--- config.mk ---
export PLATFORM = sky130hd
export DESIGN_NAME = inst_encoder
export DESIGN_NICKNAME = d
export VERILOG_FILES = /design/src/rtl/inst_encoder_pkg.sv /design/src/rtl/inst_encoder_sync_fifo.sv /design/src/rtl/inst_encoder.sv
export SDC_FILE = /design/constraint.sdc
export NUM_CORES = 1
export LEC_CHECK = 0
export ABC_AREA = 1
export BUFFER_PORTS_ARGS = -buffer_cell sky130_fd_sc_hd__buf_2
export CAP_MARGIN = 20
export CORE_ASPECT_RATIO = 0.75
export CORE_MARGIN = 1.5
export CORE_UTILIZATION = 64
export DETAILED_ROUTE_END_ITERATION = 8
export PLACE_DENSITY = 0.85
export SYNTH_ARGS = -nofsm -noshare
export SYNTH_HDL_FRONTEND = slang
export SYNTH_SLANG_ARGS = --single-unit
--- constraint.sdc ---
create_clock -name i_clk -period 6.8 [get_ports i_clk]
set_input_delay 1.36 -clock i_clk [delete_from_list [all_inputs] [get_ports i_clk]]
set_output_delay 1.36 -clock i_clk [all_outputs]
set_load 0.02 [all_outputs]
--- src/rtl/inst_encoder_pkg.sv ---
// Shared ISA definitions: field widths, instruction word layout and the
// encoder's FSM state codes.
package inst_encoder_pkg;

    localparam int FIELD_W    = 4;
    localparam int INST_W     = 16;
    localparam int OPCODE_LSB = 12;
    localparam int SRC1_LSB   = 8;
    localparam int SRC2_LSB   = 4;
    localparam int DEST_LSB   = 0;

    typedef logic [FIELD_W-1:0] field_t;
    typedef logic [INST_W-1:0]  inst_t;

    localparam logic [1:0] ST_IDLE = 2'd0;
    localparam logic [1:0] ST_LOAD = 2'd1;
    localparam logic [1:0] ST_DONE = 2'd2;

    function automatic inst_t pack_inst(
        input field_t opcode,
        input field_t srcadd_1,
        input field_t srcadd_2,
        input field_t destadd
    );
        inst_t word;
        word = '0;
        word[OPCODE_LSB +: FIELD_W] = opcode;
        word[SRC1_LSB   +: FIELD_W] = srcadd_1;
        word[SRC2_LSB   +: FIELD_W] = srcadd_2;
        word[DEST_LSB   +: FIELD_W] = destadd;
        return word;
    endfunction

endpackage

--- src/rtl/inst_encoder_sync_fifo.sv ---
// Small first-word-fall-through FIFO; the head is readable while not empty.
module sync_fifo #(
    parameter int WIDTH = 16,
    parameter int DEPTH = 4
) (
    input  logic             i_clk,
    input  logic             i_rst,
    input  logic             i_push,
    input  logic [WIDTH-1:0] i_wdata,
    input  logic             i_pop,
    output logic [WIDTH-1:0] o_rdata,
    output logic             o_full,
    output logic             o_empty
);

    localparam int PTR_W = $clog2(DEPTH);
    localparam logic [PTR_W:0] PTR_ONE = 1;

    logic [WIDTH-1:0] mem [DEPTH];
    logic [PTR_W:0]   wr_ptr_reg;
    logic [PTR_W:0]   rd_ptr_reg;
    logic             do_push;
    logic             do_pop;

    // Extra pointer MSB distinguishes full from empty when the indices match.
    assign o_empty = (wr_ptr_reg == rd_ptr_reg);
    assign o_full  = (wr_ptr_reg[PTR_W] != rd_ptr_reg[PTR_W]) &&
                     (wr_ptr_reg[PTR_W-1:0] == rd_ptr_reg[PTR_W-1:0]);
    assign do_push = i_push && !o_full;
    assign do_pop  = i_pop && !o_empty;
    assign o_rdata = mem[rd_ptr_reg[PTR_W-1:0]];

    always_ff @(posedge i_clk) begin
        if (do_push) begin
            mem[wr_ptr_reg[PTR_W-1:0]] <= i_wdata;
        end
    end

    always_ff @(posedge i_clk or posedge i_rst) begin
        if (i_rst) begin
            wr_ptr_reg <= '0;
            rd_ptr_reg <= '0;
        end else begin
            if (do_push) wr_ptr_reg <= wr_ptr_reg + PTR_ONE;
            if (do_pop)  rd_ptr_reg <= rd_ptr_reg + PTR_ONE;
        end
    end

endmodule

--- src/rtl/inst_encoder.sv ---
// Packs instruction field sets into 16-bit words and streams them into
// instruction memory starting at a base address, one word per cycle.
module inst_encoder
    import inst_encoder_pkg::*;
#(
    parameter int FIFO_DEPTH = 4,
    parameter int ADDR_W     = 8
) (
    input  logic              i_clk,
    input  logic              i_rst,
    input  logic              i_start,
    input  logic [ADDR_W-1:0] i_base_addr,
    input  logic [ADDR_W-1:0] i_len,
    input  logic              i_valid,
    output logic              o_ready,
    input  logic [3:0]        i_opcode,
    input  logic [3:0]        i_srcadd_1,
    input  logic [3:0]        i_srcadd_2,
    input  logic [3:0]        i_destadd,
    output logic              o_mem_we,
    output logic [ADDR_W-1:0] o_mem_addr,
    output logic [15:0]       o_mem_wdata,
    output logic              o_busy,
    output logic              o_done
);

    localparam logic [ADDR_W-1:0] CNT_ONE = 1;

    logic [1:0]        state_reg;
    logic [ADDR_W-1:0] base_reg;
    logic [ADDR_W-1:0] len_reg;
    logic [ADDR_W-1:0] accepted_reg;
    logic [ADDR_W-1:0] popped_reg;
    logic [ADDR_W-1:0] written_reg;
    logic              mem_we_reg;
    logic [ADDR_W-1:0] mem_addr_reg;
    logic [INST_W-1:0] mem_wdata_reg;

    logic              fifo_full;
    logic              fifo_empty;
    logic [INST_W-1:0] fifo_head;
    logic [INST_W-1:0] packed_word;
    logic              accept;
    logic              pop;
    logic              last_commit;

    assign packed_word = pack_inst(i_opcode, i_srcadd_1, i_srcadd_2, i_destadd);
    assign o_ready     = (state_reg == ST_LOAD) && !fifo_full && (accepted_reg < len_reg);
    assign accept      = i_valid && o_ready;
    assign pop         = (state_reg == ST_LOAD) && !fifo_empty;
    // The final word leaves LOAD on the edge where memory captures it, so
    // o_done lands in the cycle after the last write strobe.
    assign last_commit = mem_we_reg && (written_reg == len_reg - CNT_ONE);

    sync_fifo #(
        .WIDTH (INST_W),
        .DEPTH (FIFO_DEPTH)
    ) u_fifo (
        .i_clk   (i_clk),
        .i_rst   (i_rst),
        .i_push  (accept),
        .i_wdata (packed_word),
        .i_pop   (pop),
        .o_rdata (fifo_head),
        .o_full  (fifo_full),
        .o_empty (fifo_empty)
    );

    always_ff @(posedge i_clk or posedge i_rst) begin
        if (i_rst) begin
            state_reg    <= ST_IDLE;
            base_reg     <= '0;
            len_reg      <= '0;
            accepted_reg <= '0;
            popped_reg   <= '0;
            written_reg  <= '0;
        end else begin
            case (state_reg)
                ST_IDLE: begin
                    if (i_start) begin
                        if (i_len != '0) begin
                            state_reg    <= ST_LOAD;
                            base_reg     <= i_base_addr;
                            len_reg      <= i_len;
                            accepted_reg <= '0;
                            popped_reg   <= '0;
                            written_reg  <= '0;
                        end else begin
                            state_reg <= ST_DONE;
                        end
                    end
                end
                ST_LOAD: begin
                    if (accept)     accepted_reg <= accepted_reg + CNT_ONE;
                    if (pop)        popped_reg   <= popped_reg + CNT_ONE;
                    if (mem_we_reg) written_reg  <= written_reg + CNT_ONE;
                    if (last_commit) state_reg   <= ST_DONE;
                end
                ST_DONE: state_reg <= ST_IDLE;
                default: state_reg <= ST_IDLE;
            endcase
        end
    end

    always_ff @(posedge i_clk or posedge i_rst) begin
        if (i_rst) begin
            mem_we_reg    <= 1'b0;
            mem_addr_reg  <= '0;
            mem_wdata_reg <= '0;
        end else begin
            mem_we_reg <= pop;
            if (pop) begin
                mem_addr_reg  <= base_reg + popped_reg;
                mem_wdata_reg <= fifo_head;
            end
        end
    end

    assign o_mem_we    = mem_we_reg;
    assign o_mem_addr  = mem_addr_reg;
    assign o_mem_wdata = mem_wdata_reg;
    assign o_busy      = (state_reg == ST_LOAD);
    assign o_done      = (state_reg == ST_DONE);

endmodule

Word level (Yosys, flattened, before mapping):

Memories as Yosys holds them, arrays and structs flattened. A register that Yosys moved wholly into a read port is not among the register bits.
Cells that the tools add are included.

* multiplexer cells: 14
* shift operators: 0
* eq/ne operators: 12
* divide/modulo/power cells: 0
* bitwise logic cells: 0
* add/subtract/negate cells: 7
* order comparisons: 1
* reductions and logical operators: 18
* multipliers: 0

Operator list (number)
* $pmux 8 s2: 3
* $mux 8: 5
* $add 8x1->8 const B: 3
* $reduce_and 4->1: 3
* $add 8x8->8: 1
* $eq 8x8->1: 1
* $logic_and 1x1->1: 8
* $lt 8x8->1: 1
* $ne 2x1->1 const B: 4
* $reduce_bool 8->1: 1
* $sub 8x1->8 const B: 1
* $add 3x1->3 const B: 2
* $mux 2: 3
* $ne 2x2->1 const B: 2
* $pmux 2 s2: 1
* $eq 3x3->1: 1
* $reduce_and 3->1: 1
* $eq 2x1->1 const B: 1
* $eq 2x2->1: 1
* $eq 2x2->1 const B: 1
* $logic_not 1->1: 2
* $logic_not 2->1: 1
* $mux 1: 2
* $reduce_and 2->1: 1
* 2 further kinds: 2

* bits in latches: 0
* memories: 1
* word-level logic and storage cells: 63
* bits in writable memories: 64
* register bits: 57
* output and inout port bits: 28
* memory bits (read-only): 0
* bits of input ports: 36

Memories
* u_fifo.mem: words 4, bits a word 16, read ports 1, clocked after memory_dff 1, write ports 1, line inst_encoder_sync_fifo.sv:19 `logic [WIDTH-1:0] mem [DEPTH];`

Longest topological paths before layout:

Gate-level depths: netlist of run 1.

* depth after elaboration: 9
* mapped depth: 13

Hierarchy:

A second synthesis of run 1 with hierarchy kept.

* cell total of the unflattened synthesis: 728
* area total of the unflattened synthesis: 6656.4 um^2

Modules (own cells, without submodules)
* inst_encoder: sequential area each 1676.6 um^2, cells each 511, instances 1, area an instance 3817.4 um^2
* sync_fifo: sequential area each 2072.0 um^2, cells each 217, instances 1, area an instance 2839.0 um^2

Worst setup path before layout of run 1:

Ideal clock, no wire load.

* kind: register -> output
* start point: register len_reg[7]
* end point: output o_ready
* cell stages (with the launch flop): 9
* setup slack: 4.066 ns
* path buffers: 0
* required time: 5.440 ns
* arrival time: 1.374 ns
* path through: dfrtp_1 > inv_1 > ha_1 > nand2_1 > nand2_1 > nor2_1 > nand3_1 > nor2_2 > and2_1

* longest elaborated chain between the ends: 2

Ends and longest elaborated chain
* from (decl): line inst_encoder.sv:31 `logic [ADDR_W-1:0] len_reg;`
* from (signal assigned): line inst_encoder.sv:84 `len_reg <= i_len;`
* $lt 8x8->1: line inst_encoder.sv:48 `assign o_ready = (state_reg == ST_LOAD) && !fifo_full && (accepted_reg < len_reg);`
* $logic_and 1x1->1: line inst_encoder.sv:48
* to (decl): line inst_encoder.sv:15 `output logic o_ready,`

Every way passes these cells.

Worst setup path after layout of run 1:

* start point: register u_fifo.rd_ptr_reg[1]
* end point: output o_ready

* longest elaborated chain between the ends: 5

Ends and longest elaborated chain
* from (decl): line inst_encoder_sync_fifo.sv:21 `logic [PTR_W:0] rd_ptr_reg;`
* from (signal assigned): line inst_encoder_sync_fifo.sv:45 `if (do_pop) rd_ptr_reg <= rd_ptr_reg + PTR_ONE;`
* $eq 2x2->1: line inst_encoder_sync_fifo.sv:28 `(wr_ptr_reg[PTR_W-1:0] == rd_ptr_reg[PTR_W-1:0]);`
* $logic_and 1x1->1: line inst_encoder_sync_fifo.sv:27 `assign o_full = (wr_ptr_reg[PTR_W] != rd_ptr_reg[PTR_W]) &&`
* $logic_not 1->1: line inst_encoder.sv:48
* $logic_and 1x1->1 (2 in a row): line inst_encoder.sv:48

Every way passes these cells.

==> results.py, run 1 <==
metrics = {
    "logic_synthesis": {
        "synth-edff-count": 64,
        "yosysTopAreaCell": "edfxtp_1",
        "synth_cell_type_count": 30,
        "synth.avg_cell_area_um2": 9.42,
        "synth_area_um2": 6470,
        "yosysSeqAreaShare": 0.579,
        "ys.warnings.count": 0,
        "yosys.area.top_type_share": 0.297,
        "yosys_register_bits": 137,
        "async_reset_ff_frac": 0.533,
        "synth_flop_cell": "dfrtp_1",
        "synth_area_leaders": "edfxtp_1, dfrtp_1, nand2_1",
        "syn_nets": 747,
        "syn_inst": 687,
    },
    "sta": {
        "slew_viol_final": 0,
        "setup_tns_ns": 0,
        "setup_viol": 0,
        "fin_crit_ns": 3.84,
        "max_freq_mhz": 260,
        "worst_slew_margin_rel": 0.344,
        "finClkSkew_ns": 0.00880,
        "hold_violations": 0,
        "worst_pin_slew_ns": 0.981,
        "rsz0062_at_grt": "no",
        "min_period_over_period": 0.565,
    },
    "routing": {
        "ant_nets": 0,
        "dr_total_vias": 5165,
        "drc_errors": 0,
        "vias_per_cell": 5.75,
        "wirelength_mm": 15.5,
        "wl_per_cell_um": 17.2,
        "firstDrtPassIters": 5,
        "drt-initial-drc-count": 406,
    },
    "critical_path": {
        "worstSetupPathType": "register to output port",
        "cp.arrival_ns": 2.48,
        "cp_max_fo": 19,
        "required_ns": 5.44,
        "startpoint_type": "register",
        "critPathCaptureType": "output port",
    },
    "pwr": {
        "total_power_w": 0.00361,
        "cellPowerDensity_nw_per_um2": 477,
        "leakagePower_nw": 3.44,
        "combPwrFrac": 0.370,
        "clock_power_share": 0.275,
        "p_sw_w": 0.00146,
        "swShare": 0.404,
        "seqPwrFrac": 0.354,
        "p_int_w": 0.00215,
        "irDropWorstVdd_mv": 0.260,
    },
    "flow_run": {
        "drv_cap": 0,
    },
    "clock_network": {
        "cts-htree-levels": 4,
        "cts_resized": 0,
        "clk_latency_ns": 0.42,
        "cts_inserted_buffers": 17,
        "cts_hold_buffers": 0,
        "clk_pin_slew_ns": 0.06,
        "clockBufferDepth": 2,
        "cts_sinks": 137,
        "cts_setup_buffers": 0,
        "cts_tree": "built",
        "cts_root_buf": "clkbuf_16",
    },
    "cells_and_area": {
        "fin_nets": 814,
        "antenna_cells": 0,
        "drive_gt1_frac": 0.153,
        "synthToLayoutAreaGrowth_pct": 16.9,
        "largest_reg_flops": 64,
    },
    "status": {
        "outcome": "complete, no violations",
    },
    "floorplan": {
        "die_height_um": 90.1,
        "rows": 31,
        "die_area_um2": 10700,
        "pin_count": 64,
        "core_area_um2": 9740,
        "start_util": 0.665,
        "die_width_um": 119,
    },
    "global_route": {
        "grt_overflow": 0,
        "antenna_found_initial": 0,
        "grt_max_degree": 74,
        "grt_usage": 0.309,
        "grt_pass1_vias": 5325,
        "grt_pass1_wl_mm": 25.8,
    },
    "place": {
        "port-buffer-count": 63,
        "gp_congestion": 0.852,
        "place_hpwl_mm": 9.33,
    },
    "hold_path": {
        "min_path_type": "register to register",
    },
}
## synthesized netlist by cell type (13+ instances only)
| library cell | instances |
|---|---|
| clkbuf_1 | 13 |
| a31oi_1 | 19 |
| dfrtp_1 | 73 |
| o21ai_0 | 63 |
| ha_1 | 23 |
| inv_1 | 60 |
| nand3_1 | 33 |
| nor2_1 | 120 |
| xor2_1 | 17 |
| nand2_1 | 136 |
| edfxtp_1 | 64 |
## power groups by stage
| stage | combinational (W) | sequential, W | clock [W] |
|---|---|---|---|
| after floorplan | 0.000877 | 0.00131 | 0 |
| after global placement | 0.00118 | 0.00129 | 0 |
| after detailed placement | 0.00124 | 0.00130 | 0 |
| after CTS | 0.00129 | 0.00130 | 0.000994 |
| after global routing | 0.00149 | 0.00130 | 0.00103 |
| final | 0.00134 | 0.00128 | 0.000993 |
## cell families after synthesis
kind of cell / share of synthesized area
flip-flops: 0.579
XOR/XNOR: 0.0365
AND/OR/NAND/NOR: 0.203
AO/OA/AOI/OAI: 0.0839
buffers and inverters: 0.0495
adder cells (fa/ha/maj): 0.0476
## per-stage QoR
| stage | cell area, um2 | setup slack [ns] | hold WS [ns] | instances | utilization |
|---|---|---|---|---|---|
| after floorplan | 6470 | 3.59 | 0.459 | 687 | - |
| after global placement | 6900 | 3.60 | 0.463 | 866 | 0.709 |
| after detailed placement | 6900 | 3.54 | 0.475 | 866 | 0.709 |
| after CTS | 7540 | 3.00 | 0.500 | 898 | 0.774 |
| after global routing | 7560 | 2.83 | 0.522 | 899 | 0.777 |
| final | 7560 | 2.96 | 0.494 | 899 | 0.777 |
## critical path, cell delays in order, from the launching register on
cell and delay, ns:
dfrtp_1 0.79, inv_2 0.34, nand2_1 0.16, nand2_1 0.09, nand2_1 0.09, nor2_1 0.06, nor2_2 0.15, and2_1 0.20
buf_2 0.18
## layout make-up
class                           count  area, um2
Clock inverter                     13        193
Tap cell                          132        165
Clock buffer                       19        443
Sequential cell                   137       3750
Fill cell                         575       2170
Timing Repair Buffer               69        380
Inverter                           62        233
Multi-Input combinational cell    467       2400
## cell usage in the layout, fill, tap and decap left out, drive strengths merged, types with 2 or more instances in the layout
cell,netlist,layout
dfrtp,73,73
a21oi,10,10
a31oi,19,19
nand2,139,139
ha,23,23
bufinv,0,4
clkbuf,13,19
clkinv,0,5
xor2,17,17
clkinvlp,0,2
edfxtp,64,64
xnor2,10,10
nand3,34,34
nor2,121,121
inv,62,64
buf,8,69
o21ai,68,68
a21o,3,3
nand4,10,10
nor3,3,3
or2,6,6
## per-layer routing
layer	vias to the layer above	global-route usage	part of all wire
met5	-	0	0
met1	2453	0.394	0.42
met3	51	0.0666	0.062
met4	0	0.156	0.026
li1	2407	-	-
met2	254	0.504	0.49
## path summary, 6_finish.rpt
check	startpoint	end	slack, ns	cells after the start
hold reg to reg	o_mem_addr[5]	o_mem_addr[5]	0.49	2
setup / recovery	u_fifo.rd_ptr_reg[1]	o_ready	2.96	8
max in group asynchronous	i_rst	accepted_reg[4]	4.97	3
setup reg to reg	u_fifo.rd_ptr_reg[1]	u_fifo.rd_ptr_reg[2]	3.81	8
hold / removal	o_mem_addr[5]	o_mem_addr[5]	0.49	2
min in group asynchronous	i_rst	state_reg[1]	1.22	3
Power figures use the tool's default switching activity.
==> run 2, diff against run 1 <==
- ABC_AREA: 1 -> 0
- CORE_UTILIZATION: 64 -> 59
- PLACE_DENSITY: 0.85 -> 0.8
- clock period: 6.8 -> 3.91 ns (I/O delays scaled with it)
==> run 2 against run 1 <==
Wire length is 16% lower. Synthesized cell count is 25% lower. First-iteration DRC count shrank 38%. Sequential cell count stayed put. Synthesized area is 3.4% lower.
==> results.py, run 2 <==
metrics = {
    "routing": {
        "drc_errors": 0,
        "ant_nets": 0,
        "firstDrtPassIters": 5,
        "vias_per_cell": 5.86,
        "drt-initial-drc-count": 252,
        "wirelength_mm": 13.1,
        "dr_total_vias": 4284,
        "wl_per_cell_um": 17.9,
    },
    "cells_and_area": {
        "most-common-layout-cells": "nand2_1, dfrtp_1, edfxtp_1",
        "drive_gt1_frac": 0.213,
        "nFillCells": 736,
        "final-seq-area_um2": 3750,
        "largest_reg_flops": 64,
        "multi_input_area_um2": 2340,
        "antenna_cells": 0,
        "fin_nets": 642,
        "synthToLayoutAreaGrowth_pct": 16.3,
        "mostFrequentLayoutCell": "nand2_1",
    },
    "floorplan": {
        "pin_count": 64,
        "die_area_um2": 11200,
        "start_util": 0.608,
        "die_width_um": 122,
        "core_area_um2": 10300,
        "rows": 32,
        "die_height_um": 92.2,
    },
    "pwr": {
        "combPwrFrac": 0.409,
        "total_power_w": 0.00688,
        "p_int_w": 0.00408,
        "swShare": 0.406,
        "leakagePower_nw": 3.15,
        "irDropWorstVdd_mv": 0.522,
        "clock_power_share": 0.230,
        "cellPowerDensity_nw_per_um2": 946,
        "p_sw_w": 0.00279,
        "seqPwrFrac": 0.362,
    },
    "clock_network": {
        "cts_root_buf": "clkbuf_16",
        "cts_resized": 0,
        "clk_latency_ns": 0.42,
        "clockBufferDepth": 2,
        "cts_tree": "built",
        "cts-htree-levels": 4,
        "cts_hold_buffers": 0,
        "cts_inserted_buffers": 17,
        "cts_setup_buffers": 0,
        "cts_sinks": 137,
        "clk_pin_slew_ns": 0.06,
    },
    "sta": {
        "hold_violations": 0,
        "setup_viol": 0,
        "min_period_over_period": 0.755,
        "rsz0062_at_grt": "no",
        "finClkSkew_ns": 0.00561,
        "worst_pin_slew_ns": 0.900,
        "setup_tns_ns": 0,
        "fin_crit_ns": 2.95,
        "max_freq_mhz": 339,
        "slew_viol_final": 0,
        "worst_slew_margin_rel": 0.400,
    },
    "logic_synthesis": {
        "synth_cell_type_count": 55,
        "yosysTopAreaCell": "edfxtp_1",
        "synth_flop_cell": "dfrtp_1",
        "synth.avg_cell_area_um2": 12.2,
        "yosys.area.top_type_share": 0.307,
        "synth_area_um2": 6250,
        "async_reset_ff_frac": 0.533,
        "synth_area_leaders": "edfxtp_1, dfrtp_1, nand2_1",
        "synth-edff-count": 64,
        "yosysSeqAreaShare": 0.600,
        "synth_commonest_cells": "nand2_1, dfrtp_1, edfxtp_1, o21ai_0, nor2_1",
        "synth_most_common_cell": "nand2_1",
        "ys.warnings.count": 0,
        "syn_inst": 513,
        "yosys_register_bits": 137,
        "syn_nets": 573,
    },
    "place": {
        "gp_congestion": 0.871,
        "place_hpwl_mm": 8.55,
        "port-buffer-count": 63,
    },
    "hold_path": {
        "min_path_type": "register to register",
    },
    "critical_path": {
        "startpoint_type": "register",
        "required_ns": 3.13,
        "worstSetupPathType": "register to output port",
        "cp_max_fo": 4,
        "critPathCaptureType": "output port",
        "cp.arrival_ns": 2.17,
    },
    "global_route": {
        "grtUsageMet2": 0.407,
        "busiest_layer": "met2",
        "grt_overflow": 0,
        "grt_pass1_wl_mm": 21.4,
        "grt_util_met1": 0.340,
        "antenna_found_initial": 0,
        "grt_usage": 0.257,
        "grt_util_met3": 0.0597,
        "grt_pass1_vias": 4376,
        "grt_max_degree": 36,
    },
    "flow_run": {
        "drv_cap": 0,
    },
    "status": {
        "outcome": "complete, no violations",
    },
}
-- run 2: changes by cell type after synthesis, sizes merged, moves of 18 or more --
cell and change:
nand2 -30, a31oi -18, inv -45, nor2 -95, o21ai -38, nand3 -27
-- run 2: path summary, 6_finish.rpt --
kind,from,to,cells past startpoint,slack [ns]
worst min register to register,o_mem_wdata[14],o_mem_wdata[14],2,0.47
max in group asynchronous,i_rst,base_reg[0],3,2.57
worst max register to register,len_reg[5],u_fifo.mem[3][6],6,1.29
min in group asynchronous,i_rst,o_mem_wdata[11],2,0.51
worst min-delay path,o_mem_wdata[14],o_mem_wdata[14],2,0.47
worst max-delay path,len_reg[5],o_ready,7,0.96
-- run 2: layout make-up --
cell class                      instances  area share
Sequential cell                       137       0.516
Clock inverter                         15      0.0217
Inverter                               18     0.00929
Clock buffer                           17      0.0585
Tap cell                              136      0.0234
Timing Repair Buffer                   69      0.0496
Multi-Input combinational cell        339       0.322
-- run 2: kinds of logic (layout without fill, tap and decap cells) --
group	after synthesis	after routing	share of synthesized area
xor gates and xnor gates	35	35	0.0514
AOI/OAI and AO/OA	65	65	0.0650
and+or+nand+nor	196	196	0.145
muxes	19	19	0.0630
DFF	137	137	0.600
adders and majority gates	24	24	0.0492
buffers and inverters	37	119	0.0262
-- run 2: stage by stage --
step,std cells,setup slack (ns),hold slack (ns),instance area (um2),util
6_report,731,0.956,0.466,7270,0.706
4_1_cts,731,0.964,0.472,7270,0.706
2_1_floorplan,513,1.27,0.452,6250,-
3_5_place_dp,699,1.32,0.457,6690,0.650
3_3_place_gp,699,1.40,0.452,6690,0.650
5_1_grt,731,0.810,0.507,7270,0.706
-- run 2: metal layers --
metal | vias to the layer above | routed length [um]
met5 | - | 0
met4 | 0 | 298
met3 | 31 | 833
met2 | 161 | 6360
met1 | 2124 | 5570
li1 | 1968 | -
-- run 2: power by group through the flow --
stage	clock network [W]	registers [W]	logic, W
2_1_floorplan	0	0.00255	0.00199
3_3_place_gp	0	0.00246	0.00267
3_5_place_dp	0	0.00249	0.00280
4_1_cts	0.00159	0.00248	0.00284
5_1_grt	0.00166	0.00254	0.00318
6_report	0.00158	0.00249	0.00281
-- run 2: worst max-delay path, stage by stage, from the launching register on --
cell      delay [ns]
dfrtp_1         0.38
inv_1           0.07
ha_1            0.33
a211oi_1        0.24
nor2_1          0.13
nor4_1          0.25
and2_1          0.18
buf_2           0.17
==> run 3, diff against run 2 <==
- ABC_AREA: 0 -> 1
- CORE_UTILIZATION: 59 -> 53
- PLACE_DENSITY: 0.8 -> 0.76
- clock period: 3.91 -> 2.5 ns (I/O delays scaled with it)
==> run 3 against run 2 <==
Core utilization decreased by 5.6 points. Register-to-register slack got worse by 1.2 ns. Setup slack got worse by 0.91 ns. Clock skew increased by 0.011 ns. Hold slack got worse by 0.30 ns. Critical path type unchanged. Critical endpoint unchanged. Highest routed layer unchanged.
==> results.py, run 3 (synthesis gave the netlist of run 1 again) <==
metrics = {
    "sta": {
        "finClkSkew_ns": 0.0167,
        "slew_viol_final": 0,
        "fin_crit_ns": 2.45,
        "holdWs_ns": 0.171,
        "max_freq_mhz": 408,
        "setup_viol": 0,
        "hold_violations": 0,
        "worst_slew_margin_rel": 0.392,
        "worst_pin_slew_ns": 0.911,
        "min_period_over_period": 0.980,
    },
    "floorplan": {
        "core_area_um2": 11700,
        "pin_count": 64,
        "rows": 34,
        "start_util": 0.551,
        "die_area_um2": 12900,
        "die_width_um": 131,
        "die_height_um": 98.7,
    },
    "place": {
        "port-buffer-count": 63,
        "place_hpwl_mm": 9.48,
        "dp_cells": 906,
        "gp_congestion": 0.885,
    },
    "pwr": {
        "p_sw_w": 0.00390,
        "cellPowerDensity_nw_per_um2": 1250,
        "swShare": 0.410,
        "combPwrFrac": 0.399,
        "total_power_w": 0.00951,
        "seqPwrFrac": 0.357,
        "clock_power_share": 0.244,
        "leakagePower_nw": 3.46,
        "p_int_w": 0.00562,
        "irDropWorstVdd_mv": 0.681,
    },
    "cells_and_area": {
        "antenna_cells": 0,
        "instances_no_fill": 941,
        "most-common-layout-cells": "nand2_1, nor2_1, dfrtp_1",
        "fin_util": 0.650,
        "fin_nets": 826,
        "synthToLayoutAreaGrowth_pct": 18.0,
        "drive_gt1_frac": 0.171,
        "largest_reg_flops": 64,
        "mostFrequentLayoutCell": "nand2_1",
    },
    "clock_network": {
        "cts_hold_buffers": 0,
        "cts_tree": "built",
        "clk_pin_slew_ns": 0.06,
        "clockBufferDepth": 2,
        "cts_inserted_buffers": 17,
        "cts_sinks": 137,
        "cts-htree-levels": 4,
        "clk_latency_ns": 0.42,
        "cts_root_buf": "clkbuf_16",
    },
    "routing": {
        "drc_errors": 0,
        "vias_per_cell": 5.27,
        "firstDrtPassIters": 5,
        "ant_nets": 0,
        "wl_per_cell_um": 15.1,
        "drt-initial-drc-count": 369,
        "wirelength_mm": 14.2,
        "dr_total_vias": 4962,
    },
    "global_route": {
        "grt_pass1_vias": 4977,
        "grt_usage": 0.240,
        "antenna_found_initial": 0,
        "grt_max_degree": 74,
        "grt_pass1_wl_mm": 23.7,
        "grt_overflow": 0,
    },
    "critical_path": {
        "required_ns": 2.00,
        "cp_max_fo": 3,
        "worstSetupPathType": "register to output port",
        "startpoint_type": "register",
        "critPathCaptureType": "output port",
        "cp.arrival_ns": 1.95,
    },
    "flow_run": {
        "drv_cap": 0,
    },
    "hold_path": {
        "min_path_type": "primary input to async pin",
    },
    "status": {
        "outcome": "complete, no violations",
    },
}
## run 3: cell types whose count changed in the layout (fill, tap and decap cells not counted), sizes merged, moves of 12 or more
cell and change:
mux4 -16, o21ai +38, inv +44, buf +12, nor2 +95, a31oi +18, nand3 +27, nand2 +30
and3 -13
## run 3: critical path: stages (launching register included)
cell	delay [ns]
dfrtp_1	0.39
inv_1	0.07
ha_1	0.31
nand2_2	0.07
inv_1	0.05
nand3_1	0.06
nand3_1	0.11
nor2_2	0.17
and2_4	0.17
buf_4	0.13
## run 3: area by class of cell
type	count	area (um2)
sequential	137	3750
fill	951	4110
tap	162	203
timing repair buffer	81	478
inverter	62	233
multi-input combinational	467	2420
clock inverter	13	106
clock buffer	19	443
## run 3: power by group through the flow
| stage | registers [W] | logic (W) | clock network (W) |
|---|---|---|---|
| after floorplan | 0.00357 | 0.00239 | 0 |
| after global routing | 0.00347 | 0.00429 | 0.00246 |
| after CTS | 0.00340 | 0.00373 | 0.00235 |
| final | 0.00340 | 0.00380 | 0.00232 |
| after global placement | 0.00341 | 0.00352 | 0 |
| after detailed placement | 0.00343 | 0.00366 | 0 |
## run 3: metal layers
metal / vias to the layer above / GRT usage / wire, um
met2: 149 / 0.373 / 6630
met1: 2360 / 0.325 / 6470
li1: 2427 / - / -
met3: 26 / 0.0630 / 864
met4: 0 / 0.0896 / 238
met5: - / 0 / 0
## run 3: repair_timing
| action | CTS | global route |
|---|---|---|
| gates resized for setup | 0 | 5 |
| setup buffers | 1 | 2 |
| endpoints found under the setup margin | 1 | 1 |
| pin swaps | 1 | 2 |
| cloned | 0 | 0 |
## run 3: metrics by stage
step	area (um2)	setup WS, ns	TNS [ns]
after floorplan	6470	0.111	0
after global placement	7040	0.469	0
after detailed placement	7040	0.320	0
after CTS	7600	0.0264	0
after global routing	7630	-0.0171	-0.0171
final	7630	0.0510	0
## run 3: path summary, 6_finish.rpt
| path | startpoint | to | slack (ns) | depth (start not counted) |
|---|---|---|---|---|
| worst max-delay path | len_reg[6] | o_ready | 0.05 | 9 |
| worst min-delay path | i_rst | o_mem_addr[7] | 0.17 | 3 |
| worst max register to register | len_reg[6] | u_fifo.mem[3][13] | 0.13 | 12 |
| worst min register to register | o_mem_addr[6] | o_mem_addr[6] | 0.49 | 2 |
| max in group asynchronous | i_rst | written_reg[2] | 2.00 | 3 |
| min in group i_clk | i_opcode[0] | u_fifo.mem[3][12] | 0.30 | 1 |
